File: config.mk
export PLATFORM = sky130hd
export DESIGN_NAME = et_demux1x2
export DESIGN_NICKNAME = d
export VERILOG_FILES = /design/src/rtl/et_demux1x2_pkg.sv /design/src/rtl/et_demux1x2_fifo.sv /design/src/rtl/et_demux1x2.sv
export SDC_FILE = /design/constraint.sdc
export NUM_CORES = 1
export LEC_CHECK = 0
export CAP_MARGIN = 25
export CORE_AREA = 8 8 46 48
export CTS_CLUSTER_DIAMETER = 30
export DETAILED_ROUTE_END_ITERATION = 10
export DIE_AREA = 0 0 54 56
export GPL_TIMING_DRIVEN = 0
export MAX_ROUTING_LAYER = met4
export PLACE_DENSITY = 0.7
export RECOVER_POWER = 100
export SETUP_SLACK_MARGIN = 0.5
export SYNTH_ARGS = -nofsm -noshare
export SYNTH_HDL_FRONTEND = slang
export SYNTH_HIERARCHICAL = 1
export SYNTH_SLANG_ARGS = --single-unit
File: constraint.sdc
create_clock -name clk -period 2 [get_ports clk]
set_input_delay 0.4 -clock clk [delete_from_list [all_inputs] [get_ports clk]]
set_output_delay 0.4 -clock clk [all_outputs]
set_load 0.005 [all_outputs]
File: src/rtl/et_demux1x2_pkg.sv
// Shared definitions for the edge-triggered 1-to-2 demultiplexer.
//   sel_e : destination encoding carried on the sel input
//           SEL_A (0) routes to output A, SEL_B (1) routes to output B.
package et_demux1x2_pkg;

  typedef enum logic {
    SEL_A = 1'b0,
    SEL_B = 1'b1
  } sel_e;

  // Occupancy counters need one bit more than the pointers so that they
  // can represent a completely full FIFO.
  function automatic int count_w(input int depth);
    return $clog2(depth) + 1;
  endfunction

endpackage

File: src/rtl/et_demux1x2_fifo.sv
// et_fifo: small registered FIFO used on each demux output.
//   clk, rst_n          : clock, asynchronous active-low reset
//   push, push_data     : write request and word (ignored while full)
//   pop                 : consumer takes the head (ignored while empty)
//   valid, pop_data     : head present / head word (0 while empty)
//   full, count         : occupancy flags, count in 0..DEPTH
// DEPTH must be a power of two, 2 or greater, so the pointers wrap for free.
module et_fifo
  import et_demux1x2_pkg::*;
#(
  parameter int WIDTH = 1,
  parameter int DEPTH = 2
) (
  input  logic                     clk,
  input  logic                     rst_n,
  input  logic                     push,
  input  logic [WIDTH-1:0]         push_data,
  input  logic                     pop,
  output logic                     valid,
  output logic [WIDTH-1:0]         pop_data,
  output logic                     full,
  output logic [count_w(DEPTH)-1:0] count
);

  localparam int PW = $clog2(DEPTH);
  localparam int CW = count_w(DEPTH);

  logic [WIDTH-1:0] mem [DEPTH];
  logic [PW-1:0]    wr_ptr;
  logic [PW-1:0]    rd_ptr;
  logic             do_push;
  logic             do_pop;

  // No bypass: a pop in the same cycle does not open room for a push.
  assign do_push = push & ~full;
  // No fall-through: a push into an empty FIFO is not poppable this cycle.
  assign do_pop  = pop & valid;

  assign full  = (count == CW'(DEPTH));
  assign valid = (count != '0);
  // Gating with valid keeps the output at 0 after reset without having to
  // clear the storage array.
  assign pop_data = valid ? mem[rd_ptr] : '0;

  always_ff @(posedge clk or negedge rst_n) begin
    if (!rst_n) begin
      wr_ptr <= '0;
      rd_ptr <= '0;
      count  <= '0;
    end else begin
      if (do_push) wr_ptr <= wr_ptr + PW'(1);
      if (do_pop)  rd_ptr <= rd_ptr + PW'(1);
      case ({do_push, do_pop})
        2'b10:   count <= count + CW'(1);
        2'b01:   count <= count - CW'(1);
        default: count <= count;
      endcase
    end
  end

  always_ff @(posedge clk) begin
    if (do_push) mem[wr_ptr] <= push_data;
  end

endmodule

File: src/rtl/et_demux1x2.sv
// et_demux1x2: routes one valid/ready stream to output A or B.
//   clk, rst_n                  : clock, asynchronous active-low reset
//   in_valid, in_ready, in_data : input stream
//   sel                         : destination sampled on the accepting edge
//   a_valid, a_ready, a_data    : output stream A, a_count its occupancy
//   b_valid, b_ready, b_data    : output stream B, b_count its occupancy
// Each output owns a FIFO, so a stall on one side never blocks the other.
module et_demux1x2
  import et_demux1x2_pkg::*;
#(
  parameter int WIDTH = 1,
  parameter int DEPTH = 2
) (
  input  logic                      clk,
  input  logic                      rst_n,
  input  logic                      in_valid,
  output logic                      in_ready,
  input  logic [WIDTH-1:0]          in_data,
  input  logic                      sel,
  output logic                      a_valid,
  input  logic                      a_ready,
  output logic [WIDTH-1:0]          a_data,
  output logic [count_w(DEPTH)-1:0] a_count,
  output logic                      b_valid,
  input  logic                      b_ready,
  output logic [WIDTH-1:0]          b_data,
  output logic [count_w(DEPTH)-1:0] b_count
);

  logic a_full;
  logic b_full;
  logic accept;
  logic push_a;
  logic push_b;

  // Only the selected FIFO can block the input; depends on sel and the
  // registered occupancy, never on the consumer readies.
  assign in_ready = (sel == SEL_B) ? ~b_full : ~a_full;
  assign accept   = in_valid & in_ready;
  assign push_a   = accept & (sel == SEL_A);
  assign push_b   = accept & (sel == SEL_B);

  et_fifo #(.WIDTH(WIDTH), .DEPTH(DEPTH)) u_fifo_a (
    .clk       (clk),
    .rst_n     (rst_n),
    .push      (push_a),
    .push_data (in_data),
    .pop       (a_ready),
    .valid     (a_valid),
    .pop_data  (a_data),
    .full      (a_full),
    .count     (a_count)
  );

  et_fifo #(.WIDTH(WIDTH), .DEPTH(DEPTH)) u_fifo_b (
    .clk       (clk),
    .rst_n     (rst_n),
    .push      (push_b),
    .push_data (in_data),
    .pop       (b_ready),
    .valid     (b_valid),
    .pop_data  (b_data),
    .full      (b_full),
    .count     (b_count)
  );

endmodule
==> impl_results.md <==
- Non-Filler Instances: 104
- Final period utilization: 85.5%
- Die width: 54 µm
- Die area: 3020 µm²
- Hold buffer count at cts: 0
- GPL Wtd Cong: 0.699
- Lkg Pwr: 0.442 nW
- Max incr delay on CP: 0.46 ns
- Crit path DAT: 1.90 ns
- Library cells used by synthesis: 14
- First drt pass iteration count: 2
- Max-slew violations: 0
- CTS tree: done
- Synth top area cells: dfrtp_1 (35%), edfxtp_1 (21%), xnor2_1 (9.2%)
- Final #Nets: 98
- Slowest-stage cell, CP: dfrtp_1
- Share of the synthesized area in the top cell type: 34.9%
- Vias post-DR: 464
- Final Hold Fails: 0
- Place WS: -0.0473 ns
- Max Root-Sink Buffers: 2
- Ant. Diodes: 0
- PwrDens: 1600 nW/µm²
- Clk_lat worst skew: 0.27 ns
- CTS sink cnt: 12
- Fmax: 0.585 GHz
- CTS Buf Count: 3
- Utilization after layout: 67.6%
- First-pass GRT wire length: 2260 µm
- Worst slew margin: 74.2%
- Area of the core: 1440 µm²
- Syn Inst Count: 49
- DR iter-0 viols: 2
- Clk_skew: 0.00481 ns
- FILL cells: 120
- Routed wire per std cell: 13.4 µm
- Run status: complete, no violations
- Max-cap violation count: 0
- Crit Path Class: flip-flop to flip-flop
- DRC viols: 0
- FF-to-FF setup slack: 0.29 ns
- Peak VDD IR: 810 µV
- Top post-synthesis cells by count: dfrtp_1 (8), nor2_1 (8), xnor2_1 (6)
- Largest net degree at the start of global routing: 9
- Hold/Removal Path Class: input port to async pin
- Clock root cell: clkbuf_4
- Top FF cell, synth: dfrtp_1
- Share of layout cells above drive strength 1: 44.3%
- Initial Utilization: 40.0%
- Final global-route overflow total: 0
- Post-DP HPWL: 851 µm
- Overall global routing resource usage: 10.2%
- Biggest area consumer among synthesized cells: dfrtp_1
- Asr flop ratio synth: 66.7%
- Worst Tran Pin Value: 0.386 ns
- Routed vias/inst: 4.46
- Crit-path cells: nand2b_4 -> inv_2 -> nor3b_1 -> nand2_2 -> ha_4 -> xnor2_2 -> nor2_1 -> xor2_1
- Cell area after synthesis: 574 µm²
- IO buf count: 15
- Area delta synth->final: 69.1%
- CP max FO: 5
- Die Y: 56 µm
- Final worst setup slack: 0.291 ns
- Ys Warns: 6
- Critical Path RT: 2.19 ns
- Dpl cell area: 795 µm²
- Post-route cell area: 971 µm²
- Clock-pin slew on the worst setup and hold paths: 0.08 ns
- H-tree levels: 1
- Seq/Total Area, Yosys: 55.8%
- Drt total wl: 1390 µm
- Placed cell count: 80
- Vias in the first global route: 512
- Yosys reg bits: 12
- Synth Area per Inst: 11.7 µm²
- Initial antenna violation count: 0
- WHS: 0.483 ns
- CP Capture Type: flip-flop
- CP Launch Type: flip-flop
- Post-synth EDFFs: 4
- ANT nets after route: 0
- IO Count: 16
- Row Count: 14
- Syn nets: 58
- RSZ-0062 raised after global routing: yes
- Endpoints failing setup: 0
- Final min period: 1.71 ns
==> logic make-up after synthesis <==
| group | count (synthesis) | share of synthesized area (%) |
|---|---|---|
| mux | 3 | 5.23 |
| simple gates | 18 | 16.8 |
| buf+inv | 4 | 2.61 |
| xor+xnor | 10 | 15.2 |
| fa+ha+maj | 2 | 4.36 |
| flops | 12 | 55.8 |
==> per-layer routing <==
layer	vias up	global-route usage, %	share of wire (%)
li1	236	-	-
met1	216	12.6	45
met2	10	14.4	49
met5	-	-	0
met3	2	2.14	3.9
met4	0	6.34	1.4
==> flip-flops by register name, summed over array words and instances (netlist names) <==
signal           flops
u_fifo_a/count       2
u_fifo_a/mem         2
u_fifo_b/count       2
u_fifo_b/mem         2
u_fifo_a/rd_ptr      1
u_fifo_a/wr_ptr      1
u_fifo_b/rd_ptr      1
u_fifo_b/wr_ptr      1
==> placed cells by master (no fill, tap or decap) <==
cell type | Yosys | final
buf_4 | 0 | 12
clkbuf_1 | 0 | 6
clkbuf_4 | 0 | 5
dfrtp_1 | 8 | 5
nor2_1 | 8 | 4
xnor2_1 | 6 | 4
xor2_1 | 4 | 4
edfxtp_1 | 4 | 4
mux2i_1 | 3 | 3
clkdlybuf4s50_1 | 0 | 3
buf_6 | 0 | 3
nor2_4 | 0 | 3
dfrtp_2 | 0 | 3
clkinv_1 | 0 | 2
dlygate4sd3_1 | 0 | 2
dlygate4sd2_1 | 0 | 2
clkdlybuf4s25_1 | 0 | 2
nand2b_4 | 0 | 2
inv_2 | 0 | 2
and3_1 | 2 | 2
xnor2_2 | 0 | 2
nor3b_1 | 1 | 1
and3b_1 | 1 | 1
buf_2 | 0 | 1
clkbuf_2 | 0 | 1
buf_12 | 0 | 1
nand2_2 | 0 | 1
inv_1 | 4 | 1
and2_0 | 0 | 1
nor2_2 | 0 | 1
ha_4 | 0 | 1
nand2_1 | 2 | 1
and2_4 | 2 | 1
ha_1 | 2 | 1
==> critical path, delay by kind of cell (launching register included) <==
family | cells | cell delay (ns)
adder cells (fa/ha/maj) | 1 | 0.18
XOR/XNOR | 2 | 0.28
flip-flops | 1 | 0.46
buffers and inverters | 1 | 0.03
AND/OR/NAND/NOR | 4 | 0.68
==> what timing repair did <==
action / 4_1_cts / 5_1_grt
gates resized for setup: 31 / 17
setup endpoints to repair: 11 / 14
buffers inserted: 16 / 4
pin swaps: 11 / 8
==> final timing paths <==
check,start,to,cells past startpoint
max in group asynchronous,rst_n,u_fifo_a/count[1],1
min in group clk,u_fifo_a/wr_ptr,u_fifo_a/wr_ptr,1
min reg2reg,u_fifo_a/wr_ptr,u_fifo_a/wr_ptr,1
max reg2reg,u_fifo_a/count[0],u_fifo_a/count[1],8
max,u_fifo_a/count[0],u_fifo_a/count[1],8
min,rst_n,u_fifo_b/rd_ptr,1
==> cell type report <==
class	count	area, µm²	share of cell area [%]
repair buffers	35	279	28.7
inverters	4	15.0	1.55
clock buffers	3	22.5	2.32
well taps	16	20.0	2.06
multi-input cells	33	307	31.6
clock inverters	1	3.75	0.387
flip-flops and latches	12	324	33.4
==> stage by stage <==
stage,power (W),setup TNS (ns)
2_1_floorplan,0.000830,0
3_3_place_gp,0.00109,-0.0430
3_5_place_dp,0.00110,-0.0473
4_1_cts,0.00151,0
5_1_grt,0.00168,0
6_report,0.00155,0
==> report_power, final <==
group | leakage [nW] | internal [W] | switching (W)
sequential | 0.127 | 0.000362 | 0.0000931
clock | 0.0154 | 0.0000721 | 0.0000769
combinational | 0.300 | 0.000578 | 0.000367
(Power assumes the default switching activity.)
